--- src/rtl/axi4_slave_pkg.sv ---
// rtl/axi4_slave_pkg.sv - shared types and constants for the 32x16 AXI4-style slave
package axi4_slave_pkg;

  localparam int DEF_ADDR_W = 5;
  localparam int DEF_DATA_W = 16;

  localparam logic [1:0] RESP_OKAY   = 2'b00;
  localparam logic [1:0] RESP_SLVERR = 2'b10;

  // WR_IDLE/RD_IDLE are the reset states; the first edge after reset leaves them.
  typedef enum logic [1:0] {
    WR_IDLE = 2'd0,
    WR_ADDR = 2'd1,
    WR_DATA = 2'd2,
    WR_RESP = 2'd3
  } wr_state_t;

  typedef enum logic [1:0] {
    RD_IDLE = 2'd0,
    RD_ADDR = 2'd1,
    RD_DATA = 2'd2
  } rd_state_t;

endpackage

--- src/rtl/axi4_slave_regfile.sv ---
// rtl/axi4_slave_regfile.sv - 2**ADDR_W x DATA_W storage, one write port, one combinational read port
module axi4_slave_regfile
  import axi4_slave_pkg::*;
#(
  parameter int ADDR_W = DEF_ADDR_W,
  parameter int DATA_W = DEF_DATA_W
) (
  input  logic              clk,
  input  logic              rst_n,
  input  logic              we,
  input  logic [ADDR_W-1:0] waddr,
  input  logic [DATA_W-1:0] wdata,
  input  logic [ADDR_W-1:0] raddr,
  output logic [DATA_W-1:0] rdata
);

  logic [DATA_W-1:0] mem [2**ADDR_W];

  // Whole array clears on reset; otherwise one word written per edge when enabled.
  always_ff @(posedge clk or negedge rst_n) begin
    if (!rst_n) begin
      for (int i = 0; i < 2**ADDR_W; i++) mem[i] <= '0;
    end else if (we) begin
      mem[waddr] <= wdata;
    end
  end

  // The read FSM registers this value, so a same-edge write yields old data.
  assign rdata = mem[raddr];

endmodule

--- src/rtl/axi4_slave_mem32.sv ---
// rtl/axi4_slave_mem32.sv - single-beat AXI4-style slave with independent write and read FSMs
module axi4_slave_mem32
  import axi4_slave_pkg::*;
#(
  parameter int ADDR_W = DEF_ADDR_W,
  parameter int DATA_W = DEF_DATA_W
) (
  input  logic              CLK,
  input  logic              RESET,
  input  logic [ADDR_W-1:0] A_W_ADDR,
  input  logic              A_W_VALID,
  output logic              A_W_READY,
  input  logic [DATA_W-1:0] W_DATA,
  input  logic              W_VALID,
  output logic              W_READY,
  output logic              B_VALID,
  output logic [1:0]        B_RESP,
  input  logic              B_READY,
  input  logic [ADDR_W-1:0] A_R_ADDR,
  input  logic              A_R_VALID,
  output logic              A_R_READY,
  output logic [DATA_W-1:0] R_DATA,
  output logic              R_VALID,
  output logic              RRSEP,
  input  logic              R_READY
);

  wr_state_t         wr_state;
  rd_state_t         rd_state;
  logic [ADDR_W-1:0] wr_addr;
  logic              mem_we;
  logic [DATA_W-1:0] mem_rdata;

  assign mem_we = (wr_state == WR_DATA) && W_VALID && W_READY;

  axi4_slave_regfile #(
    .ADDR_W(ADDR_W),
    .DATA_W(DATA_W)
  ) u_regfile (
    .clk   (CLK),
    .rst_n (RESET),
    .we    (mem_we),
    .waddr (wr_addr),
    .wdata (W_DATA),
    .raddr (A_R_ADDR),
    .rdata (mem_rdata)
  );

  // Write channel: address, then data, then response; one transaction at a time.
  always_ff @(posedge CLK or negedge RESET) begin
    if (!RESET) begin
      wr_state  <= WR_IDLE;
      wr_addr   <= '0;
      A_W_READY <= 1'b0;
      W_READY   <= 1'b0;
      B_VALID   <= 1'b0;
      B_RESP    <= RESP_OKAY;
    end else begin
      case (wr_state)
        WR_IDLE: begin
          A_W_READY <= 1'b1;
          wr_state  <= WR_ADDR;
        end
        WR_ADDR: begin
          if (A_W_VALID && A_W_READY) begin
            wr_addr   <= A_W_ADDR;
            A_W_READY <= 1'b0;
            W_READY   <= 1'b1;
            wr_state  <= WR_DATA;
          end
        end
        WR_DATA: begin
          if (W_VALID && W_READY) begin
            W_READY  <= 1'b0;
            B_VALID  <= 1'b1;
            B_RESP   <= RESP_OKAY;
            wr_state <= WR_RESP;
          end
        end
        WR_RESP: begin
          if (B_VALID && B_READY) begin
            B_VALID   <= 1'b0;
            A_W_READY <= 1'b1;
            wr_state  <= WR_ADDR;
          end
        end
        default: wr_state <= WR_IDLE;
      endcase
    end
  end

  // Read channel: capture the word on the address handshake, hold it until accepted.
  always_ff @(posedge CLK or negedge RESET) begin
    if (!RESET) begin
      rd_state  <= RD_IDLE;
      A_R_READY <= 1'b0;
      R_VALID   <= 1'b0;
      RRSEP     <= 1'b0;
      R_DATA    <= '0;
    end else begin
      case (rd_state)
        RD_IDLE: begin
          A_R_READY <= 1'b1;
          rd_state  <= RD_ADDR;
        end
        RD_ADDR: begin
          if (A_R_VALID && A_R_READY) begin
            R_DATA    <= mem_rdata;
            RRSEP     <= 1'b0;
            A_R_READY <= 1'b0;
            R_VALID   <= 1'b1;
            rd_state  <= RD_DATA;
          end
        end
        RD_DATA: begin
          if (R_VALID && R_READY) begin
            R_VALID   <= 1'b0;
            A_R_READY <= 1'b1;
            rd_state  <= RD_ADDR;
          end
        end
        default: rd_state <= RD_IDLE;
      endcase
    end
  end

endmodule

--- config.mk ---
export PLATFORM = sky130hd
export DESIGN_NAME = axi4_slave_mem32
export DESIGN_NICKNAME = d
export VERILOG_FILES = /design/src/rtl/axi4_slave_pkg.sv /design/src/rtl/axi4_slave_regfile.sv /design/src/rtl/axi4_slave_mem32.sv
export SDC_FILE = /design/constraint.sdc
export NUM_CORES = 1
export LEC_CHECK = 0
export CAP_MARGIN = 0
export CORE_ASPECT_RATIO = 1.1
export CORE_MARGIN = 4
export CORE_UTILIZATION = 60
export DETAILED_ROUTE_END_ITERATION = 6
export GPL_TIMING_DRIVEN = 0
export PLACE_DENSITY = 0.77
export SYNTH_ARGS = -nofsm -noshare
export SYNTH_HDL_FRONTEND = slang
export SYNTH_SLANG_ARGS = --single-unit
--- constraint.sdc ---
create_clock -name CLK -period 3.45 [get_ports CLK]
set_clock_uncertainty 0.15 [all_clocks]
set_input_delay 0.69 -clock CLK [delete_from_list [all_inputs] [get_ports CLK]]
set_output_delay 0.69 -clock CLK [all_outputs]
set_load 0.05 [all_outputs]
==> metrics.md <==
| Metric | Value |
|---|---|
| Final wirelength | `67520 um` |
| Final Cycle Share | `99.64%` |
| Initial core utilization | `60.63%` |
| Routed Antenna Nets | `0` |
| Layout net count | `1929` |
| Crit path max fanout | `10` |
| Top FF cell, synth | `dfrtp_1` |
| Pre-Repair DR Iteration Count | `5` |
| Share of the synthesized area in the top cell type | `54.19%` |
| Sequential cell area fraction in the yosys report | `54.19%` |
| Via count | `15908` |
| Post-layout min period | `3.438 ns` |
| Gr ovfl total | `0` |
| Synth cell types | `43` |
| CTS H-tree lvls | `2` |
| Max Freq | `290.9 MHz` |
| Critical Path RT | `3.74 ns` |
| Number of global-route vias before repair | `16689` |
| Core area | `41280 sq um` |
| Final setup fails | `0` |
| # diodes | `0` |
| Vias/cell | `6.376` |
| Pwr/cell area | `507.7 nW/um^2` |
| Post-CTS Setup Inserts | `0` |
| Clk_lat worst skew | `0.60 ns` |
| Outcome | `finished clean` |
| Hpwl dp | `46330 um` |
| Startpoint Class | `input port` |
| Seq cells post-synth | `542` |
| Clock sinks | `542` |
| Drt wl/cell | `27.06 um` |
| Syn Area/Cell | `14.09 sq um` |
| First DRT Iteration DRCs | `1465` |
| Final non-filler cell total | `2495` |
| Initial antenna violation count | `0` |
| Largest area contributor in the netlist | `dfrtp_1` |
| Largest net degree at the start of global routing | `127` |
| Final Hold Fails | `0` |
| Slew @ Worst Pin | `0.9156 ns` |
| Utilization after layout | `68.55%` |
| Chip Height | `222.2 um` |
| Number of port buffers | `52` |
| Post-synth EDFFs | `0` |
| Io pins | `57` |
| CTS root buffer | `clkbuf_16` |
| CTS tree | `yes` |
| Worst vdd ir | `0.4946 mV` |
| Synth warn | `0` |
| Cts bufs inserted | `55` |
| RSZ-0062 raised after global routing | `true` |
| Max-cap violations | `0` |
| Area Overhead vs Synth | `13.07%` |
| Worst hold-check path type | `reg -> reg` |
| Setup slack after layout | `0.01231 ns` |
| DRC violations left | `0` |
| Die area | `45050 sq um` |
| Critical path class | `in -> reg` |
| CTS clk-pin slew, worst paths | `0.06 ns` |
| First-pass GRT wire length | `102200 um` |
| Post-Syn Area | `25030 sq um` |
| Slew headroom | `38.96%` |
| Crit path capture type | `flop` |
| Max clock buf depth | `3` |
| RePlAce Congestion | `0.9222` |
| Async SR Flop Fraction | `100.0%` |
| Die width | `202.7 um` |
| Row Count | `78` |
| CP arrival | `3.73 ns` |
| Ranking of synthesized cells by area | `dfrtp_1 54%, mux2_2 23%, mux2i_1 10%, a22oi_1 1.9%, buf_4 1.3%` |
| GRT Total Usage | `29.96%` |
| Slew Viols, Final | `0` |
| Leak | `14.07 nW` |
| Synth Instances | `1776` |
| Dpl ws | `-0.8292 ns` |
| DP Cell Count | `2395` |
| Layout cells sized above 1 | `37.11%` |
==> area by class of cell <==
type	count	area [sq um]
Sequential cell	542	13560
Fill cell	2853	12980
Multi-Input combinational cell	1077	10610
Clock buffer	86	1695
Buffer	156	878.3
Tap cell	560	700.7
Timing Repair Buffer	58	673.1
Clock inverter	13	172.7
Inverter	3	11.26
==> where the power goes <==
part,switching [mW],leakage (nW),internal (mW)
sequential,0.122,7.53,6.47
combinational,1.12,5.62,0.518
clock,2.49,0.925,3.66
==> per-layer routing <==
metal | global-route usage, % | part of all wire (%) | vias to the layer above
met5 | 0 | 0 | -
met2 | 48.33 | 48 | 572
li1 | - | - | 6768
met1 | 41.12 | 42 | 8422
met4 | 12.84 | 4.6 | 0
met3 | 4.262 | 5.5 | 146
==> cell usage in the layout, fill, tap and decap left out, types with 17 or more instances in the layout <==
master           netlist  final
a221oi_1              32     32
clkdlybuf4s50_1        0     51
mux2_2               503    503
buf_4                 45     45
a21oi_1               34     34
nand2_1               31     31
clkbuf_1              72     82
a22oi_1               65     65
clkbuf_16              0     57
dfrtp_1              542    542
a22o_1                33     33
buf_2                 17     17
mux2i_1              257    257
==> registers in the layout (all words and copies together), names as in the netlist, 2 cells and up <==
signal / cells
R_DATA: 16
rd_state: 2
u_regfile.mem: 512
wr_addr: 5
wr_state: 2
==> Yosys cell counts (3+ instances only) <==
cell      instances
a22o_1           33
dfrtp_1         542
buf_2            17
mux2_1           14
a22oi_1          65
a221oi_1         32
buf_8             3
ha_1              3
nor2_1           10
buf_1            12
clkbuf_1         72
mux2i_1         257
buf_4            45
mux2_2          503
inv_1             3
o41ai_1           4
a21oi_1          34
nand2_1          31
o21ai_0           7
nor2_2           15
nand3b_1          3
o22ai_1          16
nor2_4           12
buf_6             6
o41ai_2          12
==> cell families (layout without fill, tap and decap cells) <==
| family | count (synthesis) | in the layout | share of synthesized area [%] |
|---|---|---|---|
| mux | 774 | 774 | 33.54 |
| simple gates | 89 | 89 | 2.125 |
| buf+inv | 159 | 316 | 3.474 |
| flops | 542 | 542 | 54.19 |
| fa+ha+maj | 3 | 3 | 0.1500 |
| compound gates | 208 | 208 | 6.509 |
| other cells | 1 | 3 | 0.01498 |
==> worst max-delay path, stage by stage <==
cell,delay [ns]
clkdlybuf4s50_1,0.53
nor2b_1,0.14
buf_2,0.33
clkbuf_1,0.70
clkbuf_1,0.71
a22oi_1,0.20
a21oi_1,0.34
o41ai_2,0.09
==> worst paths after layout <==
check | slack, ns | depth (start not counted) | from | endpoint
max | 0.01 | 8 | A_R_ADDR[1] | R_DATA[10]
min | 0.34 | 1 | u_regfile.mem[345] | u_regfile.mem[345]
max reg2reg | 0.45 | 8 | wr_state[0] | u_regfile.mem[42]
min reg2reg | 0.34 | 1 | u_regfile.mem[345] | u_regfile.mem[345]
max in group asynchronous | 1.42 | 4 | RESET | u_regfile.mem[361]
min in group asynchronous | 0.46 | 2 | RESET | u_regfile.mem[61]
==> repair_timing <==
item,in CTS,in global routing
endpoints found under the hold margin,46,0
resized for setup,7,4
hold buffers,1,0
setup endpoints to repair,14,5
==> stage by stage <==
stage	instance area (sq um)	setup TNS, ns	hold slack, ns	power (mW)
global placement	26260	-	0.3167	8.284
global route	28300	-0.01512	0.3527	14.76
CTS	28300	0	0.3392	14.41
detailed placement	26400	-11.69	0.3254	8.309
floorplan	25040	0	0.2444	7.575
finish	28300	0	0.3365	14.37
No activity file was read; power rests on OpenSTA's default activity.
